`config.mk`:
```
export PLATFORM = sky130hd
export DESIGN_NAME = seg7_scan_mux
export DESIGN_NICKNAME = d
export VERILOG_FILES = /design/src/rtl/seg7_pkg.sv /design/src/rtl/seg7_scan_mux_lzb.sv /design/src/rtl/seg7_scan_mux.sv
export SDC_FILE = /design/constraint.sdc
export NUM_CORES = 1
export LEC_CHECK = 0
export CORE_MARGIN = 2
export CORE_UTILIZATION = 59
export DETAILED_ROUTE_END_ITERATION = 16
export PLACE_DENSITY = 0.94
export REMOVE_ABC_BUFFERS = 1
export SYNTH_ARGS = -nofsm -noshare
export SYNTH_HDL_FRONTEND = slang
export SYNTH_SLANG_ARGS = --single-unit
```
`constraint.sdc`:
```
create_clock -name I_clk -period 7.95 [get_ports I_clk]
set_input_delay 2.385 -clock I_clk [delete_from_list [all_inputs] [get_ports I_clk]]
set_output_delay 2.385 -clock I_clk [all_outputs]
set_load 0.03 [all_outputs]
```
`src/rtl/seg7_pkg.sv`:
```
`default_nettype none
// ============================================================================
//  Module      : seg7_pkg
//  Description : Shared definitions for the seg7_scan_mux display driver.
//                Holds the segment bit positions, the hex-to-seven-segment
//                decoder and a parameter range-check macro.
//                Exports: SEG_W, SEG_A..SEG_G, hex7(), `SEG7_PARAM_CHECK.
//  Revision    : 1.0  initial release
// ============================================================================

`ifndef SEG7_PKG_SV
`define SEG7_PKG_SV

// Elaboration-time range check. It is placed inside a module body. LABEL names
// the generate block, so each use needs a unique label.
`define SEG7_PARAM_CHECK(LABEL, COND, MSG) \
  if (!(COND)) begin : LABEL \
    $error(MSG); \
  end

package seg7_pkg;

  // Segment bit positions inside the 7-bit segment bus (abcdefg, a is the MSB).
  localparam int unsigned SEG_W = 7;
  localparam int unsigned SEG_A = 6;
  localparam int unsigned SEG_B = 5;
  localparam int unsigned SEG_C = 4;
  localparam int unsigned SEG_D = 3;
  localparam int unsigned SEG_E = 2;
  localparam int unsigned SEG_F = 1;
  localparam int unsigned SEG_G = 0;

  // One 16-bit lit-mask per segment: bit n is set when hex digit n lights
  // that segment. Decoding becomes one table lookup per segment.
  localparam logic [15:0] C_MASK_A = 16'hD7ED;
  localparam logic [15:0] C_MASK_B = 16'h279F;
  localparam logic [15:0] C_MASK_C = 16'h2FFB;
  localparam logic [15:0] C_MASK_D = 16'h7B6D;
  localparam logic [15:0] C_MASK_E = 16'hFD45;
  localparam logic [15:0] C_MASK_F = 16'hDF71;
  localparam logic [15:0] C_MASK_G = 16'hEF7C;

  // Hex nibble to active-high abcdefg pattern (b and d in lower case).
  function automatic logic [SEG_W-1:0] hex7(input logic [3:0] nib);
    logic [SEG_W-1:0] seg;
    seg        = '0;
    seg[SEG_A] = C_MASK_A[nib];
    seg[SEG_B] = C_MASK_B[nib];
    seg[SEG_C] = C_MASK_C[nib];
    seg[SEG_D] = C_MASK_D[nib];
    seg[SEG_E] = C_MASK_E[nib];
    seg[SEG_F] = C_MASK_F[nib];
    seg[SEG_G] = C_MASK_G[nib];
    return seg;
  endfunction

endpackage

`endif

`default_nettype wire

```
`src/rtl/seg7_scan_mux_lzb.sv`:
```
`default_nettype none
// ============================================================================
//  Module      : seg7_scan_mux_lzb
//  Description : Combinational leading-zero blank mask. Bit k is set when
//                blanking is enabled and every nibble at index >= k is zero.
//                Bit 0 is never set, so an all-zero value still shows "0".
//  Ports       : shadow_num_i  [4*DIGITS] snapshot of the displayed value
//                shadow_zb_i   [1]        leading-zero blanking enable
//                blank_mask_o  [DIGITS]   per-digit blank request
//  Revision    : 1.0  initial release
// ============================================================================
module seg7_scan_mux_lzb
  import seg7_pkg::*;
#(
  parameter int DIGITS = 8
) (
  input  logic [4*DIGITS-1:0] shadow_num_i,
  input  logic                shadow_zb_i,
  output logic [DIGITS-1:0]   blank_mask_o
);

  logic w_upper_nz;

  // Walk from the most significant digit down, remembering whether any
  // nonzero nibble has been seen at or above the current index.
  always_comb begin
    w_upper_nz   = 1'b0;
    blank_mask_o = '0;
    for (int k = DIGITS - 1; k >= 1; k--) begin
      w_upper_nz      = w_upper_nz | (|shadow_num_i[4*k +: 4]);
      blank_mask_o[k] = shadow_zb_i & ~w_upper_nz;
    end
  end

endmodule

`default_nettype wire

```
`src/rtl/seg7_scan_mux.sv`:
```
`default_nettype none
// ============================================================================
//  Module      : seg7_scan_mux
//  Description : Time-multiplexed seven-segment driver for DIGITS hex digits
//                with per-digit DP, leading-zero blanking, anti-ghost blank
//                interval, frame-synchronous snapshot and frame-done strobe.
//  Ports       : I_clk, I_rst_n (async, active-low)
//                I_show_num [4*DIGITS] value, nibble k on digit k
//                I_dp [DIGITS] decimal points, I_en enable,
//                I_zero_blank leading-zero suppression
//                O_led [7] abcdefg, O_dp, O_px [DIGITS] one-hot digit select,
//                O_frame_done one-cycle end-of-frame pulse
//  Revision    : 1.0  initial release
// ============================================================================
module seg7_scan_mux
  import seg7_pkg::*;
#(
  parameter int DIGITS         = 8,
  parameter int DIV_CNT        = 100000,
  parameter int BLANK_CNT      = 1000,
  parameter bit SEG_ACTIVE_LOW = 1'b0,
  parameter bit DIG_ACTIVE_LOW = 1'b0
) (
  input  logic                I_clk,
  input  logic                I_rst_n,
  input  logic [4*DIGITS-1:0] I_show_num,
  input  logic [DIGITS-1:0]   I_dp,
  input  logic                I_en,
  input  logic                I_zero_blank,
  output logic [SEG_W-1:0]    O_led,
  output logic                O_dp,
  output logic [DIGITS-1:0]   O_px,
  output logic                O_frame_done
);

  `SEG7_PARAM_CHECK(g_chk_digits, (DIGITS >= 1) && (DIGITS <= 16), "seg7_scan_mux: DIGITS must be 1..16")
  `SEG7_PARAM_CHECK(g_chk_div,    DIV_CNT >= 2,                    "seg7_scan_mux: DIV_CNT must be >= 2")
  `SEG7_PARAM_CHECK(g_chk_blank,  (BLANK_CNT >= 0) && (BLANK_CNT < DIV_CNT), "seg7_scan_mux: BLANK_CNT must be 0..DIV_CNT-1")

  localparam int CW = $clog2(DIV_CNT);
  localparam int IW = (DIGITS > 1) ? $clog2(DIGITS) : 1;

  localparam logic [CW-1:0] C_LAST_CNT = CW'(DIV_CNT - 1);
  localparam logic [IW-1:0] C_LAST_IDX = IW'(DIGITS - 1);

  // State
  logic [CW-1:0]         cnt_q, cnt_d;
  logic [IW-1:0]         idx_q, idx_d;
  logic [4*DIGITS-1:0]   shadow_num_q;
  logic [DIGITS-1:0]     shadow_dp_q;
  logic                  shadow_zb_q;
  logic                  init_q;
  logic                  done_q;
  logic [DIGITS-1:0]     px_q, px_d;
  logic [SEG_W-1:0]      led_q, led_d;
  logic                  dp_q, dp_d;

  // Combinational helpers
  logic                  w_cnt_wrap;
  logic                  w_idx_wrap;
  logic                  w_frame_end;
  logic                  w_load;
  logic                  w_in_blank;
  logic [DIGITS-1:0]     w_blank_mask;
  logic [DIGITS-1:0]     w_onehot;
  logic [3:0]            w_nib;
  logic                  w_dp_sel;
  logic                  w_blank_sel;

  seg7_scan_mux_lzb #(
    .DIGITS (DIGITS)
  ) u_lzb (
    .shadow_num_i (shadow_num_q),
    .shadow_zb_i  (shadow_zb_q),
    .blank_mask_o (w_blank_mask)
  );

  // The guard comparison only exists when a guard interval is configured;
  // with BLANK_CNT = 0 an unsigned "< 0" test would be a constant.
  if (BLANK_CNT > 0) begin : g_blank_guard
    localparam logic [CW-1:0] C_BLANK = CW'(BLANK_CNT);
    assign w_in_blank = (cnt_q < C_BLANK);
  end else begin : g_no_blank_guard
    assign w_in_blank = 1'b0;
  end

  always_comb begin
    w_cnt_wrap  = (cnt_q == C_LAST_CNT);
    w_idx_wrap  = (idx_q == C_LAST_IDX);
    w_frame_end = I_en & w_cnt_wrap & w_idx_wrap;
    // Snapshot is transparent while disabled, right after reset, and at the
    // frame boundary; otherwise the whole frame uses one consistent value.
    w_load      = ~I_en | init_q | w_frame_end;

    cnt_d = cnt_q;
    idx_d = idx_q;
    if (!I_en) begin
      cnt_d = '0;
      idx_d = '0;
    end else if (w_cnt_wrap) begin
      cnt_d = '0;
      idx_d = w_idx_wrap ? '0 : idx_q + IW'(1);
    end else begin
      cnt_d = cnt_q + CW'(1);
    end

    // Select the current digit with compares rather than a variable
    // part-select, so a non-power-of-two DIGITS never indexes past the end.
    w_onehot    = '0;
    w_nib       = '0;
    w_dp_sel    = 1'b0;
    w_blank_sel = 1'b0;
    for (int k = 0; k < DIGITS; k++) begin
      if (idx_q == IW'(k)) begin
        w_onehot[k] = 1'b1;
        w_nib       = shadow_num_q[4*k +: 4];
        w_dp_sel    = shadow_dp_q[k];
        w_blank_sel = w_blank_mask[k];
      end
    end

    px_d  = '0;
    led_d = '0;
    dp_d  = 1'b0;
    if (I_en && !w_in_blank) begin
      px_d  = w_onehot;
      led_d = w_blank_sel ? '0 : hex7(w_nib);
      dp_d  = w_dp_sel;
    end
  end

  always_ff @(posedge I_clk or negedge I_rst_n) begin
    if (!I_rst_n) begin
      cnt_q        <= '0;
      idx_q        <= '0;
      shadow_num_q <= '0;
      shadow_dp_q  <= '0;
      shadow_zb_q  <= 1'b0;
      init_q       <= 1'b1;
      done_q       <= 1'b0;
      px_q         <= '0;
      led_q        <= '0;
      dp_q         <= 1'b0;
    end else begin
      cnt_q  <= cnt_d;
      idx_q  <= idx_d;
      init_q <= 1'b0;
      done_q <= w_frame_end;
      px_q   <= px_d;
      led_q  <= led_d;
      dp_q   <= dp_d;
      if (w_load) begin
        shadow_num_q <= I_show_num;
        shadow_dp_q  <= I_dp;
        shadow_zb_q  <= I_zero_blank;
      end
    end
  end

  // Polarity is applied only here, so reset also lands on the inactive level.
  assign O_led        = led_q ^ {SEG_W{SEG_ACTIVE_LOW}};
  assign O_dp         = dp_q ^ SEG_ACTIVE_LOW;
  assign O_px         = px_q ^ {DIGITS{DIG_ACTIVE_LOW}};
  // Masked by I_en so a pulse can never appear while the display is off.
  assign O_frame_done = done_q & I_en;

endmodule

`default_nettype wire

```
==> results.md, run 1 <==
* Net Sw Frac at 0.2461
* Worst-path clk slew at 0.07 ns
* WHS Endpoint: cnt_q[0]$_DFF_PN0_
* Relative slew slack at 0.1463
* CTS Buf Count at 9
* Vias in the first global route at 3152
* Die W at 88.24 um
* IO Port Bufs at 60
* Top-area cell type share of the netlist area at 0.4662
* Register area share after synthesis at 0.4725
* DRC viols at 0
* Worst r2r path cells at 9
* Root buf cell: clkbuf_8
* Critical Path Source: I_en
* GRT overflow at 0
* Leakage power total at 2.168 nW
* Max VDD drop at 0.1233 mV
* All-Layer GR Usage at 0.2523
* Share of cells above drive strength 1 at 0.1609
* Area leader, netlist: dfrtp_1
* Hold depth at 1
* Post-DRT Antenna Nets at 0
* Hold_buf cts at 0
* Number of synthesized flops with an enable pin at 0
* Outcome: finished clean
* WL per Instance at 16.98 um
* Setup TNS Final at 0 ns
* Syn_area_per_cell at 11.16 um2
* Worst reg2reg startpoint: idx_q[2]$_DFFE_PN0P_
* Flop pwr share at 0.524
* Reg-to-reg slack, setup at 4.56 ns
* Slew @ Worst Pin at 1.277 ns
* Top-count cell post-synth: dfrtp_1
* Gate Count Post-Synth at 375
* Rows at 30
* Post-synth cell types at 53
* Crit Path Max Fanout at 4
* CP Data Required Time at 5.57 ns
* Worst r2r dst: O_led[5]$_DFF_PN0_
* Min-delay src: cnt_q[0]$_DFF_PN0_
* Unrepaired setup endpoints after global routing: false
* Starting Density at 0.6128
* Top cells by count, synth: 78 x dfrtp_1, 40 x mux2_4, 39 x nor2_1, 27 x nand2_1, 17 x a21oi_1
* Finished Cell Area at 5010 um2
* P_sw at 0.2066 mW
* DR vias/cell at 5.977
* Clock share of power at 0.357
* Routed wire length at 9015 um
* Crit path launch type: input port
* P_int at 0.6328 mW
* Resized cells post-CTS at 0
* Max Cap Viol at 0
* Most frequent CP cell: clkdlybuf4s50_1
* Syn-to-layout area delta at 19.67%
* Ys Warns at 0
* Crit-path slowest cell: clkdlybuf4s50_1
* Placeable Area at 6832 um2
* Power Total at 0.8394 mW
* Antenna diode count at 0
* Deepest clock path buffer count at 2
* Cell area after synthesis at 4187 um2
* Drt initial violations at 336
* Comb pwr share at 0.119
* Largest cells by area after synthesis: dfrtp_1 47%, mux2_4 14%, ha_1 3.6%
* Flops & latches, synth at 79
* Non-filler cells, final at 531
* Postcts setup bufs at 0
* CTS tree: built
* Ports at 61
* Asr flop ratio synth at 1.000
* HP Class: reg -> reg
* Height of the die at 88.24 um
* Dpl cell area at 4810 um2
* Final setup violation count at 0
* Final core occ at 0.7333
* First-pass GRT wire length at 14990 um
* Initial antenna violation count at 0
* Clock Skews at 0.01103 ns
* Hold Vio Cnt, Final at 0
* Crit Path Class: in -> out
* Nets at 486
* Most used flip-flop cell after synthesis: dfrtp_1
* Pin count of the biggest net entering global routing at 80
* GPL Wtd Cong at 0.8832
* Fmax at 0.1647 GHz
* Die area at 7785 um2
* Slew Limit Fails at 0
* Worst path max stage delay at 0.66 ns
* CP Capture Type: output port
* First drt pass iteration count at 5
* Tmin final at 6.071 ns
* Cells after DPL at 515
* Pwr Density at 167.6 nW/um2
* Vias at 3174
* Htree depth at 3
* Critical path arrival at 3.69 ns
* Clock insertion delay at the later pin of the skew report at 0.36 ns
* Cell Chain, Critical Path: clkdlybuf4s50_1 -> and2_1 -> clkdlybuf4s50_1
* Post-DP HPWL at 6213 um
* Fin crit share at 0.7637
* CTS Sinks at 79
how the worst max path moves through the flow:
| stage | endpoint | slack [ns] | cells past startpoint |
|---|---|---|---|
| after global routing | O_frame_done | 1.84 | 3 |
| after global placement | O_frame_done | 1.88 | 3 |
| after CTS | O_frame_done | 1.88 | 3 |
| after floorplan | shadow_zb_q$_DFFE_PN0P_ | 2.07 | 4 |
| final | O_frame_done | 1.88 | 3 |
| after detailed placement | O_frame_done | 1.88 | 3 |
cells in the final DEF, fill, tap and decap left out, types with 3 or more instances in the layout:
cell / n
a2111oi_2: 3
a211oi_1: 7
a21oi_1: 17
a31oi_1: 3
and2_1: 7
and3_1: 4
clkbuf_8: 10
clkdlybuf4s50_1: 59
dfrtp_1: 78
ha_1: 12
inv_1: 14
mux2_4: 40
mux2i_1: 3
nand2_1: 27
nand2b_1: 4
nand3_1: 8
nand3b_1: 3
nand4_1: 4
nor2_1: 39
nor2b_1: 4
nor3_1: 6
nor4_1: 4
o211a_1: 3
o211ai_1: 3
o21ai_0: 16
o22ai_1: 6
or3_1: 3
or4_1: 3
xnor2_1: 6
xor2_1: 6
critical path: cells and delay by family:
kind | cells | cell delay (ns)
simple gates | 1 | 0.13
buf+inv | 2 | 1.17
stage by stage:
stage	hold slack [ns]	setup WS (ns)
after floorplan	0.4553	2.069
after CTS	0.5083	1.877
final	0.5042	1.879
after global placement	0.4770	1.883
after global routing	0.5370	1.839
after detailed placement	0.4918	1.882
kinds of logic (layout without fill, tap and decap cells):
kind of cell,after synthesis,in the layout,share of synthesized area
simple gates,121,121,0.1476
flops,79,79,0.4725
compound gates,74,74,0.1249
mux,44,44,0.1533
buf+inv,32,92,0.03975
fa+ha+maj,12,12,0.03586
xor+xnor,12,12,0.02510
other cells,1,1,0.0008957
state kept, by name, indices dropped and copies added, names as in the netlist, 3 cells and up:
name / cells
O_led: 7
O_px: 8
cnt_q: 17
idx_q: 3
shadow_dp_q: 8
shadow_num_q: 32
power groups by stage:
stage	Clock (mW)	Combinational [mW]	Sequential, mW
final	0.300	0.0998	0.440
after global routing	0.317	0.109	0.442
after CTS	0.304	0.100	0.439
after detailed placement	0	0.0994	0.447
after global placement	0	0.0955	0.445
after floorplan	0	0.0627	0.439
layer usage:
layer	up-vias	GRT usage	share of wire
met1	1529	0.3346	0.42
li1	1450	-	-
met3	41	0.04664	0.063
met2	154	0.3869	0.47
met5	-	0	0
met4	0	0.1543	0.044
area by class of cell:
class	instances	area, um2
clock buffer	11	141.4
clock inverter	5	58.81
fill	474	1822
inverter	15	56.30
multi-input combinational	264	2049
sequential	79	1978
tap	96	120.1
timing repair buffer	61	605.6
No activity file was read; power rests on OpenSTA's default activity.
==> run 2, diff against run 1 <==
CORE_UTILIZATION = 55   (was 59)
PLACE_DENSITY = 0.89   (was 0.94)
clock period = 6.1 ns   (was 7.95 ns; I/O delays follow)
==> run 2 against run 1 <==
Compared with the run above:
- sequential share of layout area increased by 0.28 points
- clock skew up 0.0055 ns
- clock power increased by 11%
- sequential power grew 30%
- largest power group unchanged
- flip-flop and latch count is the same
- die area rose by 6.9%
- cell count is 0.56% higher
- design area fell by 0.70%
- via count fell by 3.2%
- global-route usage down 3.2 points
- core utilization fell by 5.5 points
==> results.md, run 2 (same netlist as run 1, synthesis figures left out) <==
* Outcome: finished clean
* Non-filler cells, final at 534
* Max VDD drop at 0.1253 mV
* Largest registers: shadow_num_q: 32 flops, cnt_q: 17 flops
* Setup TNS Final at 0 ns
* GRT overflow at 0
* Die area at 8326 um2
* Fmax at 0.2014 GHz
* Max Cap Viol at 0
* Cells after DPL at 518
* Relative slew slack at 0.3660
* Hold Vio Cnt, Final at 0
* WHS Endpoint: cnt_q[0]$_DFF_PN0_
* Slew @ Worst Pin at 0.9510 ns
* Worst-path clk slew at 0.09 ns
* Tmin final at 4.966 ns
* CTS Sinks at 79
* Slew Limit Fails at 0
* Resized cells post-CTS at 0
* Power Total at 1.033 mW
* Pwr Density at 207.7 nW/um2
* Hold_buf cts at 0
* WL per Instance at 16.43 um
* Clock Skews at 0.01656 ns
* GPL Wtd Cong at 0.9341
* Root buf cell: clkbuf_8
* Vias at 3073
* Routed wire length at 8772 um
* Deepest clock path buffer count at 2
* Rows at 31
* IO Port Bufs at 60
* Drt initial violations at 274
* Worst reg2reg startpoint: idx_q[2]$_DFFE_PN0P_
* Final setup violation count at 0
* Height of the die at 91.25 um
* Critical path arrival at 3.14 ns
* Share of cells above drive strength 1 at 0.1563
* Post-DRT Antenna Nets at 0
* Leakage power total at 2.153 nW
* Placeable Area at 7331 um2
* CP Data Required Time at 4.27 ns
* Postcts setup bufs at 0
* CTS Buf Count at 9
* Crit Path Max Fanout at 4
* Crit path launch type: input port
* Max reg flops at 32
* Die W at 91.25 um
* Biggest register: shadow_num_q
* Syn-to-layout area delta at 18.83%
* Antenna diode count at 0
* All-Layer GR Usage at 0.2198
* Htree depth at 3
* Ports at 61
* Crit Path Class: in -> out
* Fin crit share at 0.8141
* DRC viols at 0
* First drt pass iteration count at 5
* Post-DP HPWL at 6124 um
* Unrepaired setup endpoints after global routing: false
* Hold depth at 1
* CP Capture Type: output port
* DR vias/cell at 5.755
* Vias in the first global route at 2945
* Worst r2r path cells at 10
* First-pass GRT wire length at 14420 um
* Pin count of the biggest net entering global routing at 80
* Worst r2r dst: O_led[1]$_DFF_PN0_
* Starting Density at 0.5711
* Reg-to-reg slack, setup at 2.86 ns
* Clock insertion delay at the later pin of the skew report at 0.36 ns
* Nets at 486
* CTS tree: built
* Most frequent cells in the layout: 78 x dfrtp_1, 59 x clkdlybuf4s50_1, 40 x mux2_4
* Min-delay src: cnt_q[0]$_DFF_PN0_
* Commonest non-fill, non-tap cell in the layout: dfrtp_1
* Initial antenna violation count at 0
* HP Class: reg -> reg
## run 2: cell types whose count changed in the layout (fill, tap and decap cells not counted)
cell and delta:
clkbuf_8 -1, clkinv_2 +1, bufinv_16 -1, clkbuf_1 +2
clkinvlp_4 -1
## run 2: through the flow
stage	setup slack (ns)	hold slack [ns]	instance area, um2	util
6_report	1.134	0.5019	4975	0.6786
5_1_grt	1.070	0.5223	4975	0.6786
4_1_cts	1.127	0.5032	4975	0.6786
3_5_place_dp	1.129	0.4872	4813	0.6566
3_3_place_gp	1.144	0.4787	4813	0.6566
2_1_floorplan	0.7739	0.4553	4076	-
## run 2: per-layer routing
layer / part of all wire / global-route usage
met5: 0 / 0
met4: 0.014 / 0.07197
met3: 0.067 / 0.04564
met2: 0.48 / 0.3420
met1: 0.44 / 0.3095
## run 2: cell type report
class                           count  area [um2]
Sequential cell                    79        1978
Timing Repair Buffer               61       605.6
Fill cell                         533        2356
Multi-Input combinational cell    264        2049
Inverter                           15       56.30
Clock inverter                      4       26.28
Tap cell                           99       123.9
Clock buffer                       12       135.1
## run 2: power by group
group	switching (mW)	internal [mW]	total (mW)
Clock	0.184	0.147	0.332
Sequential	0.0238	0.549	0.573
Combinational	0.0531	0.0759	0.129
Total	0.261	0.772	1.03
## run 2: worst max-delay path: stages
cell and delay (ns):
clkdlybuf4s50_1 0.51, and2_1 0.13, clkdlybuf4s50_1 0.66
## run 2: worst max-delay path by stage
stage                     from                 endpoint  slack (ns)  cells past startpoint
after floorplan           I_en  shadow_zb_q$_DFFE_PN0P_        0.77                      4
after global placement    I_en             O_frame_done        1.14                      3
after detailed placement  I_en             O_frame_done        1.13                      3
after CTS                 I_en             O_frame_done        1.13                      3
after global routing      I_en             O_frame_done        1.07                      3
final                     I_en             O_frame_done        1.13                      3
